`config.mk`:
```
export PLATFORM = sky130hd
export DESIGN_NAME = retire_trace_buffer
export DESIGN_NICKNAME = d
export VERILOG_FILES = /design/src/rtl/trace_pkg.sv /design/src/rtl/trace_fifo.sv /design/src/rtl/retire_trace_buffer.sv
export SDC_FILE = /design/constraint.sdc
export NUM_CORES = 2
export LEC_CHECK = 0
export BUFFER_PORTS_ARGS = -buffer_cell sky130_fd_sc_hd__clkbuf_2
export CAP_MARGIN = 20
export CORE_UTILIZATION = 55
export DETAILED_ROUTE_END_ITERATION = 16
export PLACE_DENSITY_LB_ADDON = 0.1
export SLEW_MARGIN = 25
export SYNTH_ARGS = -nofsm -noshare
export SYNTH_HDL_FRONTEND = slang
export SYNTH_SLANG_ARGS = --single-unit
```
`constraint.sdc`:
```
create_clock -name clk -period 15.61 [get_ports clk]
set_input_delay 1.561 -clock clk [delete_from_list [all_inputs] [get_ports clk]]
set_output_delay 1.561 -clock clk [all_outputs]
set_load 0.02 [all_outputs]
```
`src/rtl/trace_pkg.sv`:
```
// Shared types and constants for the retirement trace buffer.
// Build with TRACE_TIMESTAMP_EN defined to add a per-entry push timestamp.
package trace_pkg;
  localparam logic [31:0] HALT_INSTR = 32'h0000_0000;
  localparam int MODE_DROP   = 0;
  localparam int MODE_WRAP   = 1;
  localparam int TRACE_XLEN  = 64;
  localparam int TRACE_CNT_W = 64;

  // Fields sized for the widest supported core; narrower XLEN zero-extends.
  typedef struct packed {
    logic [TRACE_XLEN-1:0]  pc;
    logic [31:0]            instr;
    logic [4:0]             rd;
    logic                   we;
    logic [TRACE_XLEN-1:0]  wdata;
`ifdef TRACE_TIMESTAMP_EN
    logic [TRACE_CNT_W-1:0] timestamp;
`endif
  } trace_entry_t;
endpackage

```
`src/rtl/trace_fifo.sv`:
```
// Trace storage: circular buffer with separate level count and a drop or
// overwrite-oldest policy when a push meets a full buffer with no pop.
module trace_fifo import trace_pkg::*; #(
  parameter int DEPTH     = 16,
  parameter int W         = 8,
  parameter int WRAP_MODE = MODE_DROP,
  localparam int AW       = $clog2(DEPTH)
) (
  input  logic          clk,
  input  logic          reset,
  input  logic          push,
  input  logic [W-1:0]  din,
  input  logic          ready,
  output logic          valid,
  output logic [W-1:0]  dout,
  output logic [AW:0]   level,
  output logic          lost
);
  logic [W-1:0]  mem [DEPTH];
  logic [AW-1:0] wr_ptr, rd_ptr;
  logic          full, pop, wr_en, wrap_ovr;

  always_comb begin
    full     = (level == (AW+1)'(DEPTH));
    valid    = (level != '0);
    pop      = valid & ready;
    lost     = push & full & ~pop;
    wrap_ovr = lost & (WRAP_MODE == MODE_WRAP);
    wr_en    = push & (~lost | wrap_ovr);
  end

  // Head is presented combinationally; an empty buffer shows all-zero fields.
  assign dout = valid ? mem[rd_ptr] : '0;

  always_ff @(posedge clk)
    if (wr_en) mem[wr_ptr] <= din;

  always_ff @(posedge clk) begin
    if (!reset) begin
      wr_ptr <= '0;
      rd_ptr <= '0;
      level  <= '0;
    end else begin
      if (wr_en) wr_ptr <= wr_ptr + AW'(1);
      // An overwrite while full consumes the oldest slot, so the head moves too.
      if (pop || wrap_ovr) rd_ptr <= rd_ptr + AW'(1);
      if (push && !full && !pop)  level <= level + (AW+1)'(1);
      else if (pop && !push)      level <= level - (AW+1)'(1);
    end
  end
endmodule

```
`src/rtl/retire_trace_buffer.sv`:
```
// Retirement trace capture beside writeback: halt detection, counters and
// the trace FIFO drained through a valid/ready port. Optional TRACE_TIMESTAMP_EN.
module retire_trace_buffer import trace_pkg::*; #(
  parameter int XLEN      = 64,
  parameter int DEPTH     = 16,
  parameter int WRAP_MODE = 0,
  parameter int CNT_W     = 64
) (
  input  logic                     clk,
  input  logic                     reset,
  input  logic                     capture_en,
  input  logic                     retire_valid,
  input  logic [XLEN-1:0]          retire_pc,
  input  logic [31:0]              retire_instr,
  input  logic [4:0]               retire_rd,
  input  logic                     retire_we,
  input  logic [XLEN-1:0]          retire_wdata,
  output logic                     out_valid,
  input  logic                     out_ready,
  output logic [XLEN-1:0]          out_pc,
  output logic [31:0]              out_instr,
  output logic [4:0]               out_rd,
  output logic                     out_we,
  output logic [XLEN-1:0]          out_wdata,
`ifdef TRACE_TIMESTAMP_EN
  output logic [CNT_W-1:0]         out_timestamp,
`endif
  output logic [$clog2(DEPTH):0]   level,
  output logic                     halted,
  output logic                     overflow,
  output logic [CNT_W-1:0]         cycle_count,
  output logic [CNT_W-1:0]         instret_count,
  output logic [CNT_W-1:0]         drop_count
);
  trace_entry_t din, head;
  logic         push, lost;

  assign push = retire_valid & capture_en & ~halted;

  always_comb begin
    din       = '0;
    din.pc    = TRACE_XLEN'(retire_pc);
    din.instr = retire_instr;
    din.rd    = retire_rd;
    din.we    = retire_we;
    din.wdata = TRACE_XLEN'(retire_wdata);
`ifdef TRACE_TIMESTAMP_EN
    din.timestamp = TRACE_CNT_W'(cycle_count);
`endif
  end

  trace_fifo #(
    .DEPTH     (DEPTH),
    .W         ($bits(trace_entry_t)),
    .WRAP_MODE (WRAP_MODE)
  ) u_fifo (
    .clk   (clk),
    .reset (reset),
    .push  (push),
    .din   (din),
    .ready (out_ready),
    .valid (out_valid),
    .dout  (head),
    .level (level),
    .lost  (lost)
  );

  assign out_pc    = head.pc[XLEN-1:0];
  assign out_instr = head.instr;
  assign out_rd    = head.rd;
  assign out_we    = head.we;
  assign out_wdata = head.wdata[XLEN-1:0];
`ifdef TRACE_TIMESTAMP_EN
  assign out_timestamp = CNT_W'(head.timestamp);
`endif

  always_ff @(posedge clk) begin
    if (!reset) begin
      halted        <= 1'b0;
      overflow      <= 1'b0;
      cycle_count   <= '0;
      instret_count <= '0;
      drop_count    <= '0;
    end else begin
      // The halt instruction is still recorded; it only gates later retires.
      if (push && retire_instr == HALT_INSTR) halted <= 1'b1;
      if (lost) begin
        overflow   <= 1'b1;
        drop_count <= drop_count + CNT_W'(1);
      end
      if (!halted) cycle_count <= cycle_count + CNT_W'(1);
      if (retire_valid && !halted) instret_count <= instret_count + CNT_W'(1);
    end
  end
endmodule
```
# Word level (Yosys, flattened, before mapping)
# Memories as Yosys holds them, arrays and structs flattened. A register that Yosys moved wholly into a read port is not among the register bits.
# Cells that the tools add are included.
dict set report word_totals {
  n_memories 1
  register_bits 207
  input_bits 171
  elab_cells 45
  ram_bits 2656
  output_inout_bits 366
}
dict set report classes {
  n_reduce_logical 12
  n_bitwise 9
  n_mux 7
  n_addsub 7
  n_eq_ne 1
}
# name depth word_bits rd rd_ports_with_merged_regs write_ports line_no
set memory_table {}
lappend memory_table {u_fifo.mem 16 166 1 1 1 trace_fifo.sv:19} ;# logic [W-1:0] mem [DEPTH];
# operator n
set op_table {}
lappend op_table {{adder 64 x 1 -> 64 bit (second input constant)} 3}
lappend op_table {{2-to-1 mux 166 bit} 1}
lappend op_table {{logical NOT 32 bit} 1}
lappend op_table {{2-to-1 mux 5 bit} 2}
lappend op_table {{adder 4 x 1 -> 4 bit (second input constant)} 2}
lappend op_table {{2-to-1 mux 4 bit} 2}
lappend op_table {{AND 1 bit} 6}
lappend op_table {{adder 5 x 1 -> 5 bit (second input constant)} 1}
lappend op_table {{equality test 5 bit (second input constant)} 1}
lappend op_table {{logical AND 1 bit} 5}
lappend op_table {{nonzero test 5 bit} 1}
lappend op_table {{subtractor 5 x 1 -> 5 bit (second input constant)} 1}
lappend op_table {{logical NOT 1 bit} 4}
lappend op_table {{inverter 1 bit} 3}
lappend op_table {{2-to-1 mux 1 bit} 2}
lappend op_table {{nonzero test 2 bit} 1}

# Logic depth before layout (Yosys ltp)
dict set report depth {
  depth_word 8
  ltp_mapped 11
  depth_no_buf 9
}

# Hierarchy
# Synthesis repeated with hierarchy kept, for this count alone.
dict set report unflattened {
  cells_unflattened 5276
  hier_area_um2 109980.5
}
# module n_inst seq_area_each_um2 area_each_um2 cells_per_inst
set by_module_without_submodules {}
lappend by_module_without_submodules {trace_fifo 1 80096.8 100757.9 4166}
lappend by_module_without_submodules {retire_trace_buffer 1 3883.7 9222.6 1110}

# Worst setup path before layout
# OpenSTA, ideal clock, no wires.
dict set report synth_path {
  path_kind {input -> register}
  startpoint {input port retire_valid}
  endpoint {memory u_fifo.mem[3][0] (netlist bit), enable pin}
  setup_ps 894
  n_path_buf 1
  arrival_time_ps 13746
  stages 5
  setup_slack_ps 970
  required_ps 14716
  path_cell_list {and3b_1 clkbuf_1 a21boi_1 nand2_1 nor3_1}
}
dict set report synth_between {
  elab_chain_cells 8
}
# item line_no
set synth_lines {}
lappend synth_lines {{from (decl)} retire_trace_buffer.sv:12} ;# input logic retire_valid,
lappend synth_lines {{AND 1 bit (*) (2 in a row)} retire_trace_buffer.sv:38} ;# assign push = retire_valid & capture_en & ~halted;
lappend synth_lines {{AND 1 bit (2 in a row)} trace_fifo.sv:27} ;# lost = push & full & ~pop;
lappend synth_lines {{inverter 1 bit} trace_fifo.sv:29} ;# wr_en = push & (~lost | wrap_ovr);
lappend synth_lines {{AND 1 bit (*)} trace_fifo.sv:29}
lappend synth_lines {{2-to-1 mux 1 bit (*)} trace_fifo.sv:36} ;# if (wr_en) mem[wr_ptr] <= din;
lappend synth_lines {{2-to-1 mux 1 bit (not written as such) (*)} trace_fifo.sv:36}
lappend synth_lines {{to (decl)} trace_fifo.sv:19}
# Mark *: on every way between the ends. The rest lies on a longest branch, timed or not.

==> flow_metrics.tcl <==
set metrics [dict create \
    rsz0062_at_grt "false" \
    crit_cells 7 \
    ant_nets 0 \
    vias_per_cell 6.30 \
    power_mw 19.5 \
    routedWlPerCell_um 30.5 \
    crit_end "out_pc[53]" \
    start_kind "flop" \
    path_buf_inv 4 \
    fillCellCount 13600 \
    multiInputGateArea_mm2 0.0255 \
    critPathArrivalTime_ns 5.36 \
    async_flop_share_pct 0 \
    grt_use_total_pct 26.2 \
    grt_antenna_before_repair 43 \
    netlist.top_cell.by_area "edfxtp_1" \
    post_cts_buffers 0 \
    worstSetupPathType "reg2out" \
    worstHoldPathCells 2 \
    syn_area_per_cell_um2 21.7 \
    h-tree-depth 5 \
    clk_latency_ns 0.93 \
    fp-row-count 164 \
    ys.flop_type "edfxtp_1" \
    synth_cell_types 53 \
    gp_congestion 0.851 \
    cts_resized 0 \
    grt_pass1_wl_um 385000 \
    status "completed" \
    ir_drop_mv 0.130 \
    ys_ff_latch 2867 \
    leakage_nw 39.1 \
    numCtsBuffers 310 \
    crit_path_end_kind "primary output" \
    route.detailed.drc 0 \
    fp.dieArea_mm2 0.203 \
    io_buffers 536 \
    r2r_end "u_fifo.mem[6][143]" \
    clk_pin_slew_worst_paths_ns 0.06 \
    slowest_delay_ns 0.73 \
    final_max_slew_viol_count 0 \
    clock_path_buffers 4 \
    seqCellArea_mm2 0.0840 \
    path_cells "buf_6 -> buf_12 -> buf_6 -> mux4_2 -> mux4_2 -> and2_1 -> clkbuf_2" \
    synth_common_cells "edfxtp_1 (2656), mux4_2 (830), dfxtp_1 (211)" \
    synth_area_leaders "edfxtp_1 (72%), mux4_2 (17%), dfxtp_1 (3.8%)" \
    setup_tns_ns 0 \
    initial_core_util_pct 55.3 \
    r2r_slack_ns 10.64 \
    routed_wl_um 264000 \
    max_slew.worst_pin.slew_ns 1.11 \
    syn-cell-area_mm2 0.110 \
    fin_crit_ns 6.92 \
    vias 54600 \
    cts_hold_buf 0 \
    synth-edff-count 2656 \
    cap_violations 0 \
    r2r-start "halted" \
    core_mm2 0.200 \
    syn_inst 5095 \
    overflow 0 \
    hp-class "reg2reg" \
    boundaryPins 537 \
    cts_tree "yes" \
    cts_root_buf "clkbuf_16" \
    drt_iter0_markers 5514 \
    p_per_area_mw_per_mm2 155 \
    place_hpwl_um 134000 \
    clkSinkCount 2867 \
    setup_viol 0 \
    ff2ff_path_depth 6 \
    finalNonFillerCells 8667 \
    critPathMaxFanout 108 \
    finClkSkew_ns 0.0647 \
    dieHeight_um 450 \
    grt_start_max_net_pins 167 \
    first_pass_iters 7 \
    yosysTopAreaCellShare_pct 72.2 \
    area_growth_pct 13.9 \
    dp_cells 8124 \
    nNetsFinal 5966 \
    synth.most_common_cell "edfxtp_1" \
    path_delay_family "buffers and inverters" \
    relSlewSlack_pct 25.8 \
    max_freq_mhz 144 \
    crit_required_ns 14.05 \
    final_hold_viol_count 0 \
    crit_slowest_cell "buf_12" \
    finalCritPeriodShare_pct 44.4 \
    grt_pass1_vias 55200 \
    fp.dieW_um 450 \
    drive_gt1_share_pct 31.5 \
    synth-seq-area-share_pct 76.0 \
    yosys_warnings 0 \
    synthesis.nets 5279 \
]
==> area by class of cell <==
cell class              instances  area share (%)
diodes                         19          0.0378
clock buffers                 408            6.68
clock inverters               114           0.651
inverters                      30          0.0935
multi-input cells            1949            20.3
flip-flops and latches       2867            66.7
well taps                    2656            2.64
repair buffers                624            2.87
==> power breakdown <==
group | leakage [nW] | internal (mW) | switching (mW)
logic | 8.91 | 1.92 | 2.26
registers | 25.6 | 8.46 | 0.0682
clock network | 4.53 | 3.95 | 2.81
==> logic make-up (layout without fill, tap and decap cells) <==
family	Yosys count	after routing	share of synthesized area (%)
xor+xnor	108	108	0.857
fa+ha+maj	13	13	0.154
compound gates	183	183	0.923
simple gates	804	804	4.04
flops	2867	2867	76.0
other cells	0	19	0
buf+inv	279	1176	0.960
mux	841	841	17.0
==> registers in the layout, indices dropped and copies added (netlist names), named ones only <==
signal         flops
u_fifo.mem      2656
cycle_count       64
drop_count        64
instret_count     64
u_fifo.level       5
u_fifo.rd_ptr      4
u_fifo.wr_ptr      4
halted             1
overflow           1
==> routing by layer <==
layer / global-route usage (%) / routed length (um) / vias to the layer above
met1: 36.6 / 107000 / 29400
li1: - / - / 22800
met4: 8.84 / 7770 / 20
met2: 42.3 / 132000 / 1960
met5: 0 / 131 / -
met3: 4.53 / 17300 / 447
==> stage by stage <==
step / setup slack, ns / hold slack (ns) / util (%) / cell area (um^2)
6_report: 8.69 / 0.474 / 63.0 / 126000
5_1_grt: 8.25 / 0.513 / 63.0 / 126000
4_1_cts: 7.93 / 0.475 / 63.0 / 126000
3_5_place_dp: 8.95 / 0.458 / 58.3 / 116000
3_3_place_gp: 8.94 / 0.458 / 58.3 / 116000
2_1_floorplan: 0.970 / 0.459 / - / 110000
==> cells in the final DEF, fill, tap and decap left out, types with 13 or more instances in the layout <==
cell type,instances
and3_1,16
xor2_1,53
and4_1,13
edfxtp_1,2656
buf_12,16
o21ai_0,62
dfxtp_1,207
a21oi_1,85
clkbuf_1,80
nor4_1,36
xnor2_1,55
inv_1,29
mux4_2,830
diode_2,19
and2_1,178
nor2_1,143
or3_1,66
clkbuf_16,319
clkbuf_2,536
nor3_1,30
nand3_1,73
nand4_1,86
clkinv_2,47
buf_4,63
o31ai_1,15
clkinv_1,51
or4_1,22
nand2_1,80
==> worst register-to-register path, stage by stage, from the launching register on <==
cell and delay (ns):
dfxtp_1 0.45, and3b_1 0.47, a21boi_1 0.72, nand2_1 0.40
nor2_4 0.78, buf_12 0.76, buf_4 1.01
==> worst min-delay path by stage <==
stage | slack [ns] | to | start
finish | 0.47 | overflow | overflow
global route | 0.51 | u_fifo.rd_ptr[3] | u_fifo.rd_ptr[3]
CTS | 0.47 | overflow | overflow
detailed placement | 0.46 | overflow | overflow
global placement | 0.46 | overflow | overflow
floorplan | 0.46 | flop | u_fifo.rd_ptr[3]
Note: power is estimated with default switching activity, not from simulation.
